===== src/rtl/gigatron_ps2_pad.sv =====
// PS/2 key events to Gigatron Famicom-style serial pad: a held button image plus
// typed ASCII codes injected for a fixed number of controller polls.
module gigatron_ps2_pad #(
  parameter int unsigned HOLD_POLLS = 3
) (
  input  logic        clk_sys,
  input  logic        reset_n,
  input  logic [10:0] ps2_key,
  input  logic        famicom_latch,
  input  logic        famicom_pulse,
  output logic        famicom_data,
  output logic [7:0]  pad_byte,
  output logic        ascii_active
);

  typedef enum logic {
    S_IDLE,
    S_HOLD
  } state_e;

  localparam logic [3:0] HOLD_LOAD = 4'(HOLD_POLLS);

  // Set-2 scancode to ASCII; bit 8 flags a mapped key.
  function automatic logic [8:0] ascii_map(input logic [7:0] sc, input logic sh);
    logic [4:0] idx;
    logic       letter;
    logic [8:0] r;
    idx    = '0;
    letter = 1'b1;
    r      = '0;
    case (sc)
      8'h1C: idx = 5'd0;   8'h32: idx = 5'd1;   8'h21: idx = 5'd2;
      8'h23: idx = 5'd3;   8'h24: idx = 5'd4;   8'h2B: idx = 5'd5;
      8'h34: idx = 5'd6;   8'h33: idx = 5'd7;   8'h43: idx = 5'd8;
      8'h3B: idx = 5'd9;   8'h42: idx = 5'd10;  8'h4B: idx = 5'd11;
      8'h3A: idx = 5'd12;  8'h31: idx = 5'd13;  8'h44: idx = 5'd14;
      8'h4D: idx = 5'd15;  8'h15: idx = 5'd16;  8'h2D: idx = 5'd17;
      8'h1B: idx = 5'd18;  8'h2C: idx = 5'd19;  8'h3C: idx = 5'd20;
      8'h2A: idx = 5'd21;  8'h1D: idx = 5'd22;  8'h22: idx = 5'd23;
      8'h35: idx = 5'd24;  8'h1A: idx = 5'd25;
      default: letter = 1'b0;
    endcase
    if (letter) begin
      r = {1'b1, (sh ? 8'h41 : 8'h61) + {3'b000, idx}};
    end else begin
      case (sc)
        8'h45: r = {1'b1, 8'h30};
        8'h16: r = {1'b1, 8'h31};
        8'h1E: r = {1'b1, 8'h32};
        8'h26: r = {1'b1, 8'h33};
        8'h25: r = {1'b1, 8'h34};
        8'h2E: r = {1'b1, 8'h35};
        8'h36: r = {1'b1, 8'h36};
        8'h3D: r = {1'b1, 8'h37};
        8'h3E: r = {1'b1, 8'h38};
        8'h46: r = {1'b1, 8'h39};
        8'h29: r = {1'b1, 8'h20};
        8'h5A: r = {1'b1, 8'h0A};
        8'h66: r = {1'b1, 8'h7F};
        default: r = '0;
      endcase
    end
    return r;
  endfunction

  logic        latch_s1_q, latch_s1_d, latch_s2_q, latch_s2_d, latch_d3_q, latch_d3_d;
  logic        pulse_s1_q, pulse_s1_d, pulse_s2_q, pulse_s2_d, pulse_d3_q, pulse_d3_d;
  logic [10:0] key_q, key_d;
  logic        tog_q, tog_d;
  logic        armed_q, armed_d;
  logic [7:0]  btn_n_q, btn_n_d;
  logic        shift_q, shift_d;
  state_e      state_q, state_d;
  logic [7:0]  code_q, code_d;
  logic [3:0]  hold_cnt_q, hold_cnt_d;
  logic [7:0]  sr_q, sr_d;

  logic        latch_rise, pulse_rise;
  logic        key_event, key_press, key_ext;
  logic [7:0]  key_code;
  logic        btn_hit;
  logic [2:0]  btn_idx;
  logic [8:0]  ascii_res;
  logic        mapped_press;

  assign latch_rise = latch_s2_q & ~latch_d3_q;
  assign pulse_rise = pulse_s2_q & ~pulse_d3_q;

  assign key_press = key_q[9];
  assign key_ext   = key_q[8];
  assign key_code  = key_q[7:0];
  assign key_event = armed_q & (key_q[10] ^ tog_q);

  assign ascii_res    = ascii_map(key_code, shift_q);
  assign mapped_press = key_event & key_press & ~key_ext & ascii_res[8];

  assign ascii_active = (state_q == S_HOLD);
  assign pad_byte     = (state_q == S_HOLD) ? code_q : btn_n_q;
  assign famicom_data = sr_q[7];

  // Extended flag must match exactly, so keypad 8 never aliases Up.
  always_comb begin
    btn_hit = 1'b1;
    btn_idx = 3'd0;
    case ({key_ext, key_code})
      {1'b0, 8'h14}: btn_idx = 3'd7;
      {1'b0, 8'h11}: btn_idx = 3'd6;
      {1'b0, 8'h0D}: btn_idx = 3'd5;
      {1'b0, 8'h76}: btn_idx = 3'd4;
      {1'b1, 8'h75}: btn_idx = 3'd3;
      {1'b1, 8'h72}: btn_idx = 3'd2;
      {1'b1, 8'h6B}: btn_idx = 3'd1;
      {1'b1, 8'h74}: btn_idx = 3'd0;
      default:       btn_hit = 1'b0;
    endcase
  end

  // NOTE: every _d starts from its held value so no path through this block infers a latch.
  always_comb begin
    latch_s1_d = famicom_latch;
    latch_s2_d = latch_s1_q;
    latch_d3_d = latch_s2_q;
    pulse_s1_d = famicom_pulse;
    pulse_s2_d = pulse_s1_q;
    pulse_d3_d = pulse_s2_q;

    key_d   = ps2_key;
    armed_d = 1'b1;
    // The first cycle out of reset primes the toggle copy so no stale event replays.
    tog_d   = armed_q ? key_q[10] : ps2_key[10];

    btn_n_d = btn_n_q;
    if (key_event && btn_hit) begin
      btn_n_d[btn_idx] = ~key_press;
    end

    shift_d = shift_q;
    if (key_event && (key_code == 8'h12 || key_code == 8'h59)) begin
      shift_d = key_press;
    end

    state_d    = state_q;
    code_d     = code_q;
    hold_cnt_d = hold_cnt_q;
    if (mapped_press) begin
      // A key event beats a coincident latch rise; that poll is not counted.
      state_d    = S_HOLD;
      code_d     = ascii_res[7:0];
      hold_cnt_d = HOLD_LOAD;
    end else if (state_q == S_HOLD && latch_rise) begin
      if (hold_cnt_q <= 4'd1) begin
        state_d    = S_IDLE;
        hold_cnt_d = 4'd0;
      end else begin
        hold_cnt_d = hold_cnt_q - 4'd1;
      end
    end

    sr_d = sr_q;
    if (latch_s2_q) begin
      sr_d = pad_byte;
    end else if (pulse_rise) begin
      sr_d = {sr_q[6:0], 1'b1};
    end
  end

  // NOTE: state updates use non-blocking assignments so every flop samples pre-edge values.
  always_ff @(posedge clk_sys or negedge reset_n) begin
    if (!reset_n) begin
      latch_s1_q <= 1'b0;
      latch_s2_q <= 1'b0;
      latch_d3_q <= 1'b0;
      pulse_s1_q <= 1'b0;
      pulse_s2_q <= 1'b0;
      pulse_d3_q <= 1'b0;
      key_q      <= '0;
      tog_q      <= 1'b0;
      armed_q    <= 1'b0;
      btn_n_q    <= 8'hFF;
      shift_q    <= 1'b0;
      state_q    <= S_IDLE;
      code_q     <= 8'h00;
      hold_cnt_q <= 4'd0;
      sr_q       <= 8'hFF;
    end else begin
      latch_s1_q <= latch_s1_d;
      latch_s2_q <= latch_s2_d;
      latch_d3_q <= latch_d3_d;
      pulse_s1_q <= pulse_s1_d;
      pulse_s2_q <= pulse_s2_d;
      pulse_d3_q <= pulse_d3_d;
      key_q      <= key_d;
      tog_q      <= tog_d;
      armed_q    <= armed_d;
      btn_n_q    <= btn_n_d;
      shift_q    <= shift_d;
      state_q    <= state_d;
      code_q     <= code_d;
      hold_cnt_q <= hold_cnt_d;
      sr_q       <= sr_d;
    end
  end

endmodule

===== config.mk =====
export PLATFORM = sky130hd
export DESIGN_NAME = gigatron_ps2_pad
export DESIGN_NICKNAME = d
export VERILOG_FILES = /design/src/rtl/gigatron_ps2_pad.sv
export SDC_FILE = /design/constraint.sdc
export NUM_CORES = 1
export LEC_CHECK = 0
export ABC_AREA = 1
export CORE_MARGIN = 1
export CORE_UTILIZATION = 30
export CTS_CLUSTER_SIZE = 12
export DETAILED_ROUTE_END_ITERATION = 7
export GPL_TIMING_DRIVEN = 0
export PLACE_DENSITY = 0.51
export SYNTH_ARGS = -nofsm -noshare
export SYNTH_HDL_FRONTEND = slang
export SYNTH_SLANG_ARGS = --single-unit
export TNS_END_PERCENT = 1

===== constraint.sdc =====
create_clock -name clk_sys -period 3.6 [get_ports clk_sys]
set_input_delay 0.54 -clock clk_sys [delete_from_list [all_inputs] [get_ports clk_sys]]
set_output_delay 0.54 -clock clk_sys [all_outputs]
set_load 0.05 [all_outputs]

==> results.sh <==
export IMPL_clockBufferDepth=2
export IMPL_cp_start_kind="flip-flop"
export IMPL_finalHoldViolCount=0
export IMPL_cp_max_fo=10
export IMPL_syn_cell_area_mm2=0.00289
export IMPL_max_slew_worst_pin_slew_ps=523
export IMPL_vdd_drop_max_mv=0.169
export IMPL_min_path_type="in2async"
export IMPL_core_area_mm2=0.00928
export IMPL_clock_skew_ps=7.53
export IMPL_period_needed_ps=2760
export IMPL_hold_ws_ps=140
export IMPL_cts_tree="built"
export IMPL_synth_nets=434
export IMPL_grt_setup_unrepaired="false"
export IMPL_ant_nets=0
export IMPL_slowest_stage="clkdlybuf4s50_1"
export IMPL_finalNetCount=466
export IMPL_finalSetupViolCount=0
export IMPL_syn_area_per_cell_um2=6.94
export IMPL_synth_edf_count=0
export IMPL_grt_pass1_wl_um=11400
export IMPL_io_pins=25
export IMPL_synth_distinct_cells=30
export IMPL_grt_pass1_vias=2487
export IMPL_clock_sinks=49
export IMPL_post_dp_hpwl_um=5310
export IMPL_path_cells="clkbuf_1 > o21ai_0 > clkdlybuf4s50_1"
export IMPL_path_clk_slew_ps=90
export IMPL_fmax_mhz=363
export IMPL_final_cells=578
export IMPL_worstPathArrival_ps=2220
export IMPL_timing_setup_tns_ps=0
export IMPL_drv_cap=0
export IMPL_fillers=1046
export IMPL_final_util_pct=36.8
export IMPL_grt_remaining_overflow=0
export IMPL_status="finished, final reports clean"
export IMPL_grt_max_degree=36
export IMPL_die_h_um=100
export IMPL_yosys_register_bits=49
export IMPL_cp_slowest_stage_delay_ps=870
export IMPL_clk_latency_ps=300
export IMPL_crit_family="buffers and inverters"
export IMPL_postCtsSetupBuffers=0
export IMPL_crit_path_end_kind="output port"
export IMPL_drive_gt1_share_pct=12.5
export IMPL_drt_total_wl_um=6760
export IMPL_viasPerCell=4.57
export IMPL_cellPowerDensity_mw_per_mm2=410
export IMPL_dp_cells=570
export IMPL_post_route_period_util_pct=76.6
export IMPL_path_buf_inv=2
export IMPL_async_flop_share_pct=100
export IMPL_criticalPathCategory="reg2out"
export IMPL_remaining_drc_errors=0
export IMPL_synthFlopType="dfrtp_1"
export IMPL_vias=2643
export IMPL_yosysSeqAreaShare_pct=43.2
export IMPL_ctsHoldBuffers=0
export IMPL_wl_per_cell_um=11.7
export IMPL_cts_max_level=2
export IMPL_drv_slew=0
export IMPL_drt_pass1_iter_count=4
export IMPL_io_buffers=24
export IMPL_cts_root_buf="clkbuf_8"
export IMPL_diodes=0
export IMPL_max_slew_margin_pct=65.0
export IMPL_dieArea_mm2=0.0100
export IMPL_syn_inst=416
export IMPL_dieWidth_um=100
export IMPL_gp_congestion=0.896
export IMPL_critPathRequiredTime_ps=3060
export IMPL_yosysWarningCount=0
export IMPL_numCtsBuffers=5
export IMPL_rows=35
export IMPL_track_usage_pct=14.5
export IMPL_start_util_pct=31.1
export IMPL_drtIter0Drc=90
export IMPL_p_leak_nw=1.67
export IMPL_antenna_found_initial=0
export IMPL_area_growth_pct=18.5
export IMPL_cts_resized=0
## flip-flops by register name (all words and copies together) (netlist names)
register,cells
latch_s1_q,1
tog_q,1
sr_q,8
btn_n_q,8
latch_d3_d,1
hold_cnt_q,4
pulse_d3_d,1
key_q,11
latch_d3_q,1
shift_q,1
ascii_active,1
armed_q,1
pulse_s1_q,1
code_q,8
pulse_d3_q,1
## stage by stage
| stage | setup slack, ps | power, mW | cell area, um^2 |
|---|---|---|---|
| after floorplan | 1040 | 0.901 | 2890 |
| after global placement | 514 | 1.00 | 3290 |
| after detailed placement | 1170 | 1.01 | 3300 |
| after CTS | 833 | 1.42 | 3420 |
| after global routing | 693 | 1.49 | 3420 |
| final | 842 | 1.40 | 3420 |
## area by class of cell
class | instances | area (um^2) | area share [%]
flip-flops and latches | 49 | 1250 | 36.5
well taps | 129 | 161 | 4.72
multi-input cells | 317 | 1450 | 42.4
plain buffers | 3 | 12.5 | 0.366
clock buffers | 7 | 86.3 | 2.53
inverters | 47 | 176 | 5.16
clock inverters | 1 | 30.0 | 0.878
repair buffers | 25 | 255 | 7.47
## logic make-up (layout without fill, tap and decap cells)
group / count (synthesis) / after routing / share of synthesized area, %
AOI/OAI and AO/OA: 49 / 49 / 9.24
xor gates and xnor gates: 1 / 1 / 0.304
adders and majority gates: 3 / 3 / 1.30
buffers and inverters: 50 / 83 / 6.55
DFF: 49 / 49 / 43.2
other: 1 / 1 / 0.130
and+or+nand+nor: 263 / 263 / 39.3
## layer usage
| metal | vias to the layer above | track usage (%) | part of all wire (%) |
|---|---|---|---|
| met5 | - | 0 | 0 |
| met4 | 0 | 2.90 | 0.44 |
| met3 | 2 | 2.58 | 3.6 |
| met2 | 50 | 23.9 | 46 |
| met1 | 1210 | 20.1 | 50 |
| li1 | 1381 | - | - |
## synth_stat cells (4+ instances only)
cell | count | area share, %
o21ai_0 | 23 | 4.0
inv_2 | 9 | 1.2
nand2_2 | 4 | 0.87
nand3_1 | 25 | 4.3
nor3_1 | 9 | 1.6
inv_1 | 38 | 4.9
nor3_2 | 4 | 1.4
nor2_2 | 8 | 1.7
nand2_1 | 138 | 18
dfrtp_1 | 33 | 29
dfstp_2 | 16 | 15
nor2_1 | 64 | 8.3
a21oi_1 | 17 | 2.9
o21ai_1 | 4 | 0.69
## layout by cell type, fill, tap and decap left out, types with 2 or more instances in the layout
| cell | instances |
|---|---|
| nor2_1 | 64 |
| o21ai_1 | 4 |
| nand3b_1 | 3 |
| clkdlybuf4s50_1 | 23 |
| o21ai_0 | 23 |
| inv_2 | 9 |
| nor2_2 | 8 |
| ha_1 | 3 |
| clkbuf_8 | 6 |
| dfrtp_1 | 33 |
| buf_2 | 2 |
| nand3_1 | 25 |
| nor3_2 | 4 |
| a21oi_1 | 17 |
| clkbuf_1 | 3 |
| nand4_1 | 3 |
| dfstp_2 | 16 |
| nand3_2 | 2 |
| nand2_1 | 138 |
| inv_1 | 38 |
| nor3_1 | 9 |
| nand2_2 | 4 |
## final timing paths
check,from,to,slack (ps),cells past startpoint
min in group clk_sys,latch_s1_q$_DFF_PN0_,latch_d3_d$_DFF_PN0_,350,0
worst min-delay path,reset_n,pulse_d3_d$_DFF_PN0_,140,1
max in group asynchronous,reset_n,btn_n_q[6]$_DFFE_PN1P_,2890,2
worst max register to register,key_q[0]$_DFF_PN0_,code_q[4]$_DFFE_PN0P_,1410,14
worst min register to register,latch_s1_q$_DFF_PN0_,latch_d3_d$_DFF_PN0_,350,0
worst max-delay path,ascii_active$_DFFE_PN0P_,pad_byte[6],840,3
## report_power, final
part	switching (mW)	total, mW	internal, mW
registers	0.0526	0.675	0.623
clock network	0.177	0.404	0.227
logic	0.205	0.321	0.116
(Power assumes the default switching activity.)
